===== config.mk =====
export PLATFORM = sky130hd
export DESIGN_NAME = res_chk_sat_cnt
export DESIGN_NICKNAME = d
export VERILOG_FILES = /design/src/rtl/res_chk_sat_cnt.sv
export SDC_FILE = /design/constraint.sdc
export NUM_CORES = 1
export LEC_CHECK = 0
export CAP_MARGIN = 0
export CORE_ASPECT_RATIO = 0.75
export CORE_MARGIN = 1.5
export CORE_UTILIZATION = 45
export CTS_BUF_LIST = sky130_fd_sc_hd__clkbuf_2
export DETAILED_ROUTE_END_ITERATION = 7
export PLACE_DENSITY = 0.83
export SETUP_SLACK_MARGIN = 0.4
export SKIP_CTS_REPAIR_TIMING = 1
export SLEW_MARGIN = 20
export SYNTH_ARGS = -nofsm -noshare
export SYNTH_HDL_FRONTEND = slang
export SYNTH_SLANG_ARGS = --single-unit

===== constraint.sdc =====
create_clock -name clk -period 3.6 [get_ports clk]
set_input_delay 0.72 -clock clk [delete_from_list [all_inputs] [get_ports clk]]
set_output_delay 0.72 -clock clk [all_outputs]
set_load 0.02 [all_outputs]

===== src/rtl/res_chk_sat_cnt.sv =====
// Up-counter that sticks at its all-ones value instead of wrapping.
module res_chk_sat_cnt #(
    parameter int CNT_W = 16
) (
    input  logic             clk,
    input  logic             reset,
    input  logic             clr,
    input  logic             inc,
    output logic [CNT_W-1:0] cnt
);
    localparam logic [CNT_W-1:0] SAT = {CNT_W{1'b1}};

    logic [CNT_W-1:0] cnt_q, cnt_d;

    always_comb begin
        cnt_d = cnt_q;
        if (clr)
            cnt_d = '0;
        else if (inc && cnt_q != SAT)
            cnt_d = cnt_q + CNT_W'(1);
    end

    always_ff @(posedge clk) begin
        if (reset) cnt_q <= '0;
        else       cnt_q <= cnt_d;
    end

    assign cnt = cnt_q;
endmodule


==> results of run 1 <==
-- area by class of cell --
type,count,area share [%]
tap,22,2.49
clock buffer,3,1.36
inverter,1,0.339
sequential,16,28.9
timing repair buffer,19,17.2
multi-input combinational,80,49.7
-- layout by cell type, fill, tap and decap left out, types with 4 or more instances in the layout --
cell and instances:
a21oi_1 6, a31oi_1 4, clkdlybuf4s50_1 19, dfxtp_1 16, mux2i_1 6, nand2_1 13
nand3_1 5, o21ai_0 4, or3_1 4
-- metrics by stage --
step / std cells / worst slack [ns] / total power [W] / util [%]
3_3_place_gp: 138 / 1.37 / 0.000198 / 60.0
6_report: 141 / 1.43 / 0.000273 / 60.8
2_1_floorplan: 102 / 2.00 / 0.000191 / -
4_1_cts: 141 / 1.41 / 0.000274 / 60.8
5_1_grt: 141 / 1.34 / 0.000288 / 60.8
3_5_place_dp: 138 / 1.34 / 0.000199 / 60.0
-- power by group through the flow --
| stage | combinational, W | clock (W) | sequential [W] |
|---|---|---|---|
| 3_5_place_dp | 0.0000160 | 0 | 0.000183 |
| 6_report | 0.0000161 | 0.0000775 | 0.000179 |
| 3_3_place_gp | 0.0000158 | 0 | 0.000183 |
| 4_1_cts | 0.0000160 | 0.0000795 | 0.000179 |
| 5_1_grt | 0.0000174 | 0.0000908 | 0.000179 |
| 2_1_floorplan | 0.00000789 | 0 | 0.000184 |
-- how the worst min path moves through the flow --
stage	startpoint	end	slack [ns]	cells after the start
2_1_floorplan	cnt[5]	cnt[5]	0.55	2
3_3_place_gp	cnt[5]	cnt[5]	0.48	2
3_5_place_dp	cnt[5]	cnt[5]	0.49	2
4_1_cts	cnt[5]	cnt[5]	0.51	2
5_1_grt	cnt[11]	cnt[11]	0.55	2
6_report	cnt[5]	cnt[5]	0.51	2
-- cell families (layout without fill, tap and decap cells) --
group,after synthesis,after routing,share of synthesized area (%)
and+or+nand+nor,46,46,31.5
AOI/OAI and AO/OA,27,27,20.6
DFF,16,16,34.9
muxes,6,6,6.55
buffers and inverters,6,23,5.05
adders and majority gates,1,1,1.36
-- worst min-delay path, stage by stage, from the launching register on --
cell	delay, ns
dfxtp_1	0.37
nand2_1	0.07
o21ai_1	0.05
-- metal layers --
metal  global-route usage [%]  vias to the layer above  share of wire, %
met3                     6.43                        4               7.1
met2                     31.2                       37                46
met1                     25.1                      429                46
met5                        0                        -                 0
met4                     4.39                        0              0.50
li1                         -                      424                 -
==> results.cfg, run 1 <==
[power_and_ir_drop]
vdd_ir_drop_max_uv = 286
p_int_w = 0.000208
switching_share_pct = 23.6
p_sw_w = 0.0000643
power.density_nw_per_um2 = 246
seq_power_share_pct = 65.7
pwr-share-comb_pct = 5.9
clkPwrFrac_pct = 28.4
leakagePower_nw = 0.381

[worst_setup_path]
crit_path_start_kind = flip-flop
crit_chain = clkdlybuf4s50_1
path_class = reg -> out
cp-endpoint = cnt[13]
arrival_ns = 1.45
crit_buf_inv = 1
crit_family = buffers and inverters
worstPathRequired_ns = 2.88
timing.rr.start = cnt[13]
crit_fanout = 7
worstSetupEndpointType = output port
r2r_cells = 4
r2r-end = cnt[0]
critical_path_cell_count = 1
r2r_setup_slack_ns = 1.88
worst_path_max_delay_cell = clkdlybuf4s50_1
critical-path-max-stage-delay_ns = 0.67
startpoint = cnt[13]

[cells_and_area]
drive_gt1_share_pct = 12.6
final_nets = 126
diodes = 0
fin_area_um2 = 1110
seqCellArea_um2 = 320
largest_reg_flops = 16
fill_cells = 171
multiInputGateArea_um2 = 551
syn2layout_area_growth_pct = 20.7

[grt]
grt_max_degree = 13
antenna_found_initial = 0
grt_overflow = 0
grt_pass1_vias = 755
grt_first_pass_wirelength_um = 3280
grt_usage_pct = 19.5

[floorplan]
std_cell_rows = 13
die_w_um = 55.1
die_y_um = 42.1
start_util_pct = 50.3
dieArea_um2 = 2320
fp.coreArea_um2 = 1820
ioPinCount = 20

[synth]
synth_area_leader_cell = dfxtp_1
ys_warn_count = 0
synthTopCellsByCount = dfxtp_1, nand2_1, a21oi_1, mux2i_1, nand3_1
synth-seq-cells = 16
ys_seq_area_share_pct = 34.9
netlist_instances = 102
syn_area_um2 = 917
synth_ff_type = dfxtp_1
async_reset_ff_share_pct = 0
synth_top_area_share_pct = 34.9
synth_cell_type_count = 36
synth_edf_count = 0
synth_nets = 107
synth_most_common_cell = dfxtp_1
ys_top_cells_by_area = dfxtp_1, mux2i_1, nand2_1, a21oi_1, a31oi_1
syn-mean-instance-area_um2 = 8.99

[sta]
period_needed_ns = 2.17
tns_ns = 0
setup_violations = 0
tightest_slew_ns = 0.709
hold_ws_ns = 0.513
slew_headroom_pct = 52.5
fin_skew_ns = 0.0174
fin_crit_sh_pct = 60.3
hold_viol = 0
rsz0062_at_grt = no
max_freq_mhz = 461
slew_violations = 0

[clock_tree]
clk_pin_slew_worst_paths_ns = 0.16
root_buffer = clkbuf_2
cts.htree.levels = 1
clk_latency_ns = 0.29
cts.sinks = 16
cts_tree = yes
cts_buffer_depth = 2
cts_buffers = 3

[min_path]
hold_path.class = reg -> reg

[route]
ant_nets = 0
wl_um = 2000
drt_iter0_markers = 25
avgViaCountPerCell = 6.34
vias = 894
drc_errors = 0
routedWlPerCell_um = 14.2
first_pass_iters = 4

[placed_design]
portBuffers = 19
placed_area_um2 = 1090
globalplace.congestion = 0.777
place_hpwl_um = 1460

[job]
cap_violations = 0

[run_status]
status = completed
(Power assumes the default switching activity.)
==> run 2: changes to the inputs <==
- PLACE_DENSITY: 0.83 -> 0.86
- clock period: 3.6 -> 1.8 ns (I/O delays scaled with it)
==> results.cfg, run 2 (synthesis gave the netlist of run 1 again) <==
[run_status]
status = completed

[power_and_ir_drop]
leakagePower_nw = 0.706
vdd_ir_drop_max_uv = 349
power.density_nw_per_um2 = 423

[job]
cap_violations = 0

[worst_setup_path]
crit_family = buffers and inverters
crit_buf_inv = 1
crit_chain = clkdlybuf4s50_1
worst_path_max_delay_cell = clkdlybuf4s50_1
crit_fanout = 6
path_class = reg -> out
arrival_ns = 1.30
worstSetupEndpointType = output port
critical-path-max-stage-delay_ns = 0.60
worstPathRequired_ns = 1.44
crit_path_start_kind = flip-flop

[grt]
antenna_found_initial = 0
grt_pass1_vias = 744
grt_max_degree = 12
grt_first_pass_wirelength_um = 3440
grt_overflow = 0
grt_usage_pct = 20.4

[cells_and_area]
final_cell_mix = dlymetal6s2s_1, nand2_1, buf_4
fin_area_um2 = 1330
drive_gt1_share_pct = 40.6
largest_reg_flops = 16
utilization_pct = 72.7
final_common_cell = dlymetal6s2s_1
syn2layout_area_growth_pct = 44.5
diodes = 0
final_nets = 139

[route]
avgViaCountPerCell = 5.84
drt_iter0_markers = 19
drc_errors = 0
ant_nets = 0
first_pass_iters = 4
vias = 905
routedWlPerCell_um = 14.8
wl_um = 2290

[placed_design]
portBuffers = 19
placed_area_um2 = 1180
place_hpwl_um = 1620
globalplace.congestion = 0.829

[floorplan]
start_util_pct = 50.3
fp.coreArea_um2 = 1820
die_w_um = 55.1
dieArea_um2 = 2320
die_y_um = 42.1
std_cell_rows = 13
ioPinCount = 20

[sta]
rsz0062_at_grt = yes
tightest_slew_ns = 0.231
fin_skew_ns = 0.00170
tns_ns = 0
period_needed_ns = 1.66
slew_violations = 0
setup_violations = 0
hold_ws_ns = 0.498
max_freq_mhz = 604
fin_crit_sh_pct = 92.0
slew_headroom_pct = 84.6
hold_viol = 0

[clock_tree]
root_buffer = clkbuf_2
cts.htree.levels = 1
cts_tree = yes
cts_buffers = 3
cts.sinks = 16
clk_latency_ns = 0.28
cts_buffer_depth = 2
clk_pin_slew_worst_paths_ns = 0.15

[min_path]
hold_path.class = reg -> reg
run 2: cell count changes in the layout (fill, tap and decap cells not counted), sizes merged:
cell           previous run  this run
buf                       0        13
clkbuf                    3         5
clkdlybuf4s50            19         3
clkinv                    0         1
dlymetal6s2s              0        14
run 2: area by class of cell:
class,instances,area (µm²)
clock inverters,1,3.75
clock buffers,3,15.0
inverters,1,3.75
multi-input cells,80,614
well taps,22,27.5
fillers,131,497
flip-flops and latches,16,348
repair buffers,32,313
run 2: report_power, final:
group          switching, W  internal, W
Sequential       0.00000217     0.000351
Combinational     0.0000218    0.0000269
Clock              0.000111    0.0000483
Total              0.000135     0.000426
run 2: final timing paths:
kind,from,endpoint,slack [ns],depth (start not counted)
max,cnt[12],cnt[12],0.14,1
min,cnt[5],cnt[5],0.50,2
max reg2reg,cnt[0],cnt[12],0.42,5
min reg2reg,cnt[5],cnt[5],0.50,2
run 2: per-layer routing:
| metal | routed length (µm) | vias up | GRT usage, % |
|---|---|---|---|
| met3 | 95 | 4 | 5.36 |
| met5 | 0 | - | 0 |
| met4 | 17 | 0 | 7.32 |
| met1 | 1080 | 429 | 29.5 |
| met2 | 1100 | 19 | 28.8 |
| li1 | - | 453 | - |
run 2: worst register-to-register path: stages, from the launching register on:
cell,delay [ns]
dfxtp_4,0.40
ha_4,0.14
and4_4,0.25
and3_4,0.23
a31oi_1,0.09
a311oi_1,0.19
run 2: per-stage QoR:
step                      worst slack [ns]  instances  total power, W
after global routing                0.0731        155        0.000591
final                                0.143        155        0.000561
after CTS                         -0.00266        151        0.000569
after global placement              0.0134        147        0.000407
after floorplan                      0.403        102        0.000382
after detailed placement           -0.0632        147        0.000408
==> run 3: changes to the inputs <==
- GPL_ROUTABILITY_DRIVEN: unset -> 0
==> results of run 3 <==
No change in the layout: final DEF, timing and power equal those of run 2.
